### config.mk
export PLATFORM = sky130hd
export DESIGN_NAME = replica_exchange_ctrl
export DESIGN_NICKNAME = d
export VERILOG_FILES = /design/src/rtl/replica_exchange_ctrl.sv
export SDC_FILE = /design/constraint.sdc
export NUM_CORES = 1
export LEC_CHECK = 0
export ABC_CLOCK_PERIOD_IN_PS = 2500
export CAP_MARGIN = 40
export CELL_PAD_IN_SITES_DETAIL_PLACEMENT = 1
export CELL_PAD_IN_SITES_GLOBAL_PLACEMENT = 2
export CORE_ASPECT_RATIO = 0.6
export CORE_UTILIZATION = 29
export DETAILED_ROUTE_END_ITERATION = 8
export PLACE_DENSITY_LB_ADDON = 0.1
export SETUP_SLACK_MARGIN = 0.1
export SLEW_MARGIN = 0
export SYNTH_ARGS = -nofsm -noshare
export SYNTH_HDL_FRONTEND = slang
export SYNTH_SLANG_ARGS = --single-unit
### constraint.sdc
create_clock -name clk -period 2.5 [get_ports clk]
set_input_delay 0.75 -clock clk [delete_from_list [all_inputs] [get_ports clk]]
set_output_delay 0.75 -clock clk [all_outputs]
set_load 0.02 [all_outputs]
### src/rtl/replica_exchange_ctrl.sv
// Replica-exchange (parallel tempering) sequencer.
// Alternates OPT_CYCLES opt sweeps with one exchange phase. The exchange phase
// walks even or odd neighbour pairs, collects Metropolis decisions and then
// hands a per-replica exchange command vector downstream over valid/ready.
// Command encoding per replica: NOP=0, SELF=1, PREV=2 (take partner below),
// FOLW=3 (take partner above).
module replica_exchange_ctrl #(
    parameter int REPLICA_NUM = 32,
    parameter int OPT_CYCLES  = 16
) (
    input  logic                       clk,
    input  logic                       rst_n,
    input  logic                       start,
    input  logic [15:0]                total_rounds,
    output logic                       opt_run,
    input  logic                       opt_done,
    output logic                       pair_req,
    output logic [6:0]                 pair_idx,
    input  logic                       pair_ack,
    input  logic                       pair_accept,
    output logic [2*REPLICA_NUM-1:0]   exchange_cmd,
    output logic                       cmd_valid,
    input  logic                       cmd_ready,
    output logic                       busy,
    output logic                       done,
    output logic [15:0]                round_cnt
);

    localparam logic [1:0]  CMD_NOP    = 2'd0;
    localparam logic [1:0]  CMD_SELF   = 2'd1;
    localparam logic [1:0]  CMD_PREV   = 2'd2;
    localparam logic [1:0]  CMD_FOLW   = 2'd3;
    localparam logic [15:0] SWEEP_LAST = 16'(OPT_CYCLES - 1);
    localparam logic [8:0]  REP_NUM9   = 9'(REPLICA_NUM);

    typedef enum logic [2:0] {
        S_IDLE      = 3'd0,
        S_OPT_ISSUE = 3'd1,
        S_OPT_WAIT  = 3'd2,
        S_PAIR_REQ  = 3'd3,
        S_PAIR_WAIT = 3'd4,
        S_APPLY     = 3'd5,
        S_FINISH    = 3'd6
    } state_t;

    // True when pair (p, p+1) lies inside the replica range.
    function automatic logic pair_fits(input logic [7:0] p);
        return (({1'b0, p} + 9'd1) < REP_NUM9);
    endfunction

    // Command vector with every replica entry set to the same code.
    function automatic logic [2*REPLICA_NUM-1:0] fill_cmd(input logic [1:0] c);
        logic [2*REPLICA_NUM-1:0] v;
        v = '0;
        for (int i = 0; i < REPLICA_NUM; i++) begin
            v[2*i +: 2] = c;
        end
        return v;
    endfunction

    state_t                     state_r, state_s;
    logic [15:0]                total_r, total_s;
    logic [15:0]                round_r, round_s;
    logic [15:0]                sweep_r, sweep_s;
    logic                       parity_r, parity_s;
    logic [7:0]                 p_r, p_s;
    logic [2*REPLICA_NUM-1:0]   cmd_r, cmd_s;
    logic                       opt_run_r, opt_run_s;
    logic                       pair_req_r, pair_req_s;
    logic                       cmd_valid_r, cmd_valid_s;
    logic                       busy_r, busy_s;
    logic                       done_r, done_s;

    logic                       sweep_last_s;
    logic [16:0]                round_inc_s;
    logic                       round_hit_s;

    assign sweep_last_s = (sweep_r == SWEEP_LAST);
    assign round_inc_s  = {1'b0, round_r} + 17'd1;
    assign round_hit_s  = (round_inc_s == {1'b0, total_r});

    // State register.
    always_ff @(posedge clk or negedge rst_n) begin
        if (!rst_n) begin
            state_r <= S_IDLE;
        end else begin
            state_r <= state_s;
        end
    end

    // Next-state decision.
    always_comb begin
        state_s = state_r;
        case (state_r)
            S_IDLE: begin
                if (start) begin
                    state_s = (total_rounds == 16'd0) ? S_FINISH : S_OPT_ISSUE;
                end else begin
                    state_s = S_IDLE;
                end
            end
            S_OPT_ISSUE: begin
                state_s = S_OPT_WAIT;
            end
            S_OPT_WAIT: begin
                if (opt_done && sweep_last_s) begin
                    // Odd phase with only two replicas has no pair at all.
                    state_s = pair_fits({7'd0, parity_r}) ? S_PAIR_REQ : S_APPLY;
                end else if (opt_done) begin
                    state_s = S_OPT_ISSUE;
                end else begin
                    state_s = S_OPT_WAIT;
                end
            end
            S_PAIR_REQ, S_PAIR_WAIT: begin
                if (pair_ack) begin
                    state_s = pair_fits(p_r + 8'd2) ? S_PAIR_REQ : S_APPLY;
                end else begin
                    state_s = S_PAIR_WAIT;
                end
            end
            S_APPLY: begin
                if (cmd_ready) begin
                    state_s = round_hit_s ? S_FINISH : S_OPT_ISSUE;
                end else begin
                    state_s = S_APPLY;
                end
            end
            S_FINISH: begin
                state_s = S_IDLE;
            end
            default: begin
                state_s = S_IDLE;
            end
        endcase
    end

    // Output and datapath next values; outputs decode the upcoming state so they register in step with it.
    always_comb begin
        total_s     = total_r;
        round_s     = round_r;
        sweep_s     = sweep_r;
        parity_s    = parity_r;
        p_s         = p_r;
        cmd_s       = cmd_r;
        opt_run_s   = (state_s == S_OPT_ISSUE);
        pair_req_s  = (state_s == S_PAIR_REQ) || (state_s == S_PAIR_WAIT);
        cmd_valid_s = (state_s == S_APPLY);
        busy_s      = (state_s != S_IDLE);
        done_s      = (state_s == S_FINISH);
        case (state_r)
            S_IDLE: begin
                if (start) begin
                    total_s  = total_rounds;
                    round_s  = 16'd0;
                    parity_s = 1'b0;
                    sweep_s  = 16'd0;
                    p_s      = 8'd0;
                end else begin
                    cmd_s = fill_cmd(CMD_NOP);
                end
            end
            S_OPT_WAIT: begin
                if (opt_done && sweep_last_s) begin
                    sweep_s = 16'd0;
                    p_s     = {7'd0, parity_r};
                    cmd_s   = fill_cmd(CMD_SELF);
                end else if (opt_done) begin
                    sweep_s = sweep_r + 16'd1;
                end else begin
                    sweep_s = sweep_r;
                end
            end
            S_PAIR_REQ, S_PAIR_WAIT: begin
                if (pair_ack) begin
                    p_s = p_r + 8'd2;
                    for (int i = 0; i < REPLICA_NUM; i++) begin
                        if (pair_accept && (8'(i) == p_r)) begin
                            cmd_s[2*i +: 2] = CMD_FOLW;
                        end else if (pair_accept && (8'(i) == (p_r + 8'd1))) begin
                            cmd_s[2*i +: 2] = CMD_PREV;
                        end else begin
                            cmd_s[2*i +: 2] = cmd_r[2*i +: 2];
                        end
                    end
                end else begin
                    p_s = p_r;
                end
            end
            S_APPLY: begin
                if (cmd_ready) begin
                    parity_s = ~parity_r;
                    round_s  = round_inc_s[15:0];
                    p_s      = 8'd0;
                    cmd_s    = fill_cmd(CMD_NOP);
                end else begin
                    cmd_s = cmd_r;
                end
            end
            default: begin
                cmd_s = fill_cmd(CMD_NOP);
            end
        endcase
    end

    // Registered outputs and run bookkeeping.
    always_ff @(posedge clk or negedge rst_n) begin
        if (!rst_n) begin
            total_r     <= 16'd0;
            round_r     <= 16'd0;
            sweep_r     <= 16'd0;
            parity_r    <= 1'b0;
            p_r         <= 8'd0;
            cmd_r       <= '0;
            opt_run_r   <= 1'b0;
            pair_req_r  <= 1'b0;
            cmd_valid_r <= 1'b0;
            busy_r      <= 1'b0;
            done_r      <= 1'b0;
        end else begin
            total_r     <= total_s;
            round_r     <= round_s;
            sweep_r     <= sweep_s;
            parity_r    <= parity_s;
            p_r         <= p_s;
            cmd_r       <= cmd_s;
            opt_run_r   <= opt_run_s;
            pair_req_r  <= pair_req_s;
            cmd_valid_r <= cmd_valid_s;
            busy_r      <= busy_s;
            done_r      <= done_s;
        end
    end

    assign opt_run      = opt_run_r;
    assign pair_req     = pair_req_r;
    assign pair_idx     = p_r[6:0];
    assign exchange_cmd = cmd_r;
    assign cmd_valid    = cmd_valid_r;
    assign busy         = busy_r;
    assign done         = done_r;
    assign round_cnt    = round_r;

endmodule

==> summary.md <==
| Metric | Value |
|---|---|
| Outcome | complete, no violations |
| Final WS setup | 0.0397 ns |
| Fmax | 0.406 GHz |
| Compound-Gate Fraction of Synth Area | 21.0% |
| Ys Warns | 0 |
| Pwr dens | 1280 mW/mm^2 |
| Antenna fix cells | 0 |
| DRC | 0 |
| Post-synth cell types | 71 |
| Pre-CTS setup slack | -0.768 ns |
| Starting density of the core | 29.5% |
| Drt pass-1 iters | 5 |
| Startpoint Class | flop |
| Ports | 115 |
| Yosys reg bits | 129 |
| Final GP Congestion | 0.921 |
| Crit-path slowest cell | dfrtp_2 |
| Asr flop ratio synth | 100% |
| Simple-Gate Fraction of Synth Area | 21.6% |
| Largest family of logic cells by synthesized area | simple AND/OR/NAND/NOR gates |
| Core area | 0.0242 mm^2 |
| Drt wl/cell | 22.0 um |
| Floorplan row count | 44 |
| Syn Nets | 851 |
| CP peak stage delay | 0.47 ns |
| Clock sink count | 129 |
| Final hold viol count | 0 |
| Crit Path Max Fanout | 7 |
| Final wirelength | 32.3 mm |
| Die X | 204 um |
| CTS max path bufs | 2 |
| Post-DRT Antenna Nets | 0 |
| Detailed Route Iter0 Violations | 458 |
| Fin Clk Skew | 0.0128 ns |
| Tot GR Track Use | 25.7% |
| Worst setup path class | reg2reg |
| Final Setup Violations | 0 |
| Vias in the first global route | 7856 |
| Layout fillers | 2701 |
| Overflow after GRT | 0 |
| Slew Limit Fails | 0 |
| CP Cell Sequence | ha_4 > buf_8 > nor2b_4 > a21boi_4 > o21ai_2 > mux2_4 > a31oi_4 > buf_6 > a211o_1 > or3b_4 |
| Power Total | 15.2 mW |
| Synth Flop Type | dfrtp_1 |
| Post-synthesis adder-cell area fraction | 0.702% |
| Tcrit/Tclk final | 98.4% |
| TritonCTS Buffers | 17 |
| Via count | 7656 |
| Max Cap Viol | 0 |
| DR vias/cell | 5.21 |
| Worst-Margin Slew | 0.614 ns |
| Die area | 0.0252 mm^2 |
| Critical Path End Type | flop |
| Detail Placement HPWL | 23.3 mm |
| Largest net degree at the start of global routing | 38 |
| Min Tclk post-route | 2.46 ns |
| Worst path arrival time | 2.77 ns |
| P_leak | 5.34 nW |
| Worst min-delay path category | in2async |
| Post-synthesis mux area share | 1.23% |
| Hold Slack | 0.323 ns |
| Average cell area after synthesis | 8.65 um^2 |
| Peak supply drop | 0.796 mV |
| Layout cells sized above 1 | 35.3% |
| Commonest non-fill, non-tap cell in the layout | buf_4 |
| Clock Tree Root | clkbuf_16 |
| XOR/XNOR Fraction of Synth Area | 5.04% |
| Critical path buffer and inverter count | 2 |
| Synthesized area | 0.00713 mm^2 |
| Post-CTS Hold Buffers | 0 |
| RSZ-0062 raised after global routing | yes |
| P&R area growth vs syn | 66.1% |
| CTS tree | built |
| Nets | 1161 |
| Skew-Pair Late Insertion Delay | 0.44 ns |
| Htree depth | 4 |
| Cells after synthesis | 824 |
| Worst slew margin | 59.0% |
| Most frequent cells in the layout | buf_4 (187), nand2_1 (125), dfrtp_1 (116) |
| Initial antenna violation count | 0 |
| Number of flops mapped to enable cells by yosys | 0 |
| Port Buffer Count | 114 |
| Family with the most delay on the worst path | compound AO/OA/AOI/OAI gates |
| Setup TNS | 0 ns |
| Clock-pin slew on the worst setup and hold paths | 0.06 ns |
| Die height | 123 um |
| Worst Path Required | 2.81 ns |
| First-pass GRT wire length | 48.0 mm |
| Sequential-to-total area share from yosys stat | 45.3% |
-- repair_timing --
item	CTS	global route
hold endpoints to repair	0	0
endpoints found under the setup margin	80	69
buffers inserted	19	23
gates resized for setup	137	116
pin swaps	32	57
gates cloned	4	0
-- layout make-up --
cell class / count / area (um^2) / area share [%]
clock buffer: 18 / 429 / 3.62
clock inverter: 14 / 211 / 1.78
inverter: 40 / 150 / 1.27
multi-input combinational: 612 / 4380 / 36.9
sequential: 129 / 3240 / 27.4
tap: 322 / 403 / 3.40
timing repair buffer: 334 / 3030 / 25.6
-- registers in the layout, summed over array words and instances, names as in the netlist --
name	cells
busy	1
cmd_valid	1
done	1
exchange_cmd	64
opt_run	1
p_r	8
pair_req	1
parity_r	1
round_cnt	16
state_r	3
sweep_r	16
total_r	16
-- worst paths after layout --
| check | from | endpoint | slack (ns) | cells after the start |
|---|---|---|---|---|
| setup / recovery | p_r[2] | busy | 0.04 | 10 |
| hold / removal | rst_n | exchange_cmd[17] | 0.32 | 1 |
| setup reg to reg | p_r[2] | busy | 0.04 | 10 |
| hold reg to reg | total_r[1] | total_r[1] | 0.50 | 2 |
| max in group asynchronous | rst_n | exchange_cmd[42] | 1.54 | 2 |
| min in group clk | total_r[1] | total_r[1] | 0.50 | 2 |
-- worst reg2reg max path: stages, from the launching register on --
cell and delay (ns):
dfrtp_2 0.47, ha_4 0.22, buf_8 0.15, nor2b_4 0.14, a21boi_4 0.07, o21ai_2 0.20, mux2_4 0.20, a31oi_4 0.08
buf_6 0.13, a211o_1 0.29, or3b_4 0.39
-- metal layers --
layer  part of all wire (%)  wire [um]  global-route usage [%]  up-vias
met1                     53      17000                    39.7     3942
met5                      0          0                       0        -
met4                    1.1        363                    6.58        0
met2                     41      13200                    35.2      168
met3                    5.4       1740                    5.82       24
li1                       -          -                       -     3522
-- synth_stat cells (10+ instances only) --
master,n,area (um^2)
nand2_1,131,492
dfrtp_1,129,3230
nor2_1,78,293
o21ai_0,64,320
a21oi_1,59,295
inv_1,38,143
nand3_1,26,130
clkbuf_1,23,86.3
xor2_1,21,184
xnor2_1,20,175
nor3_1,18,90.1
nand4_1,13,81.3
and3_1,12,75.1
o21a_1,12,90.1
o21ai_1,12,60.1
o31ai_1,11,82.6
buf_2,10,50.1
-- report_power, final --
part	switching [mW]	internal [mW]	leakage, nW
combinational	4.75	4.24	3.38
clock	1.01	1.77	0.310
sequential	0.570	2.85	1.65
total	6.33	8.86	5.34
-- cells by family after synthesis --
kind of cell	Yosys count
and+or+nand+nor	321
DFF	129
buffers and inverters	86
AOI/OAI and AO/OA	235
adders and majority gates	4
xor gates and xnor gates	41
muxes	8
-- per-stage QoR --
| step | cell area [um^2] | instances | utilization [%] |
|---|---|---|---|
| after global placement | 10100 | 1393 | 41.7 |
| after global routing | 11800 | 1469 | 49.0 |
| after CTS | 11200 | 1447 | 46.5 |
| after floorplan | 7250 | 824 | - |
| final | 11800 | 1469 | 49.0 |
| after detailed placement | 10100 | 1393 | 41.7 |
No activity file was read; power rests on OpenSTA's default activity.
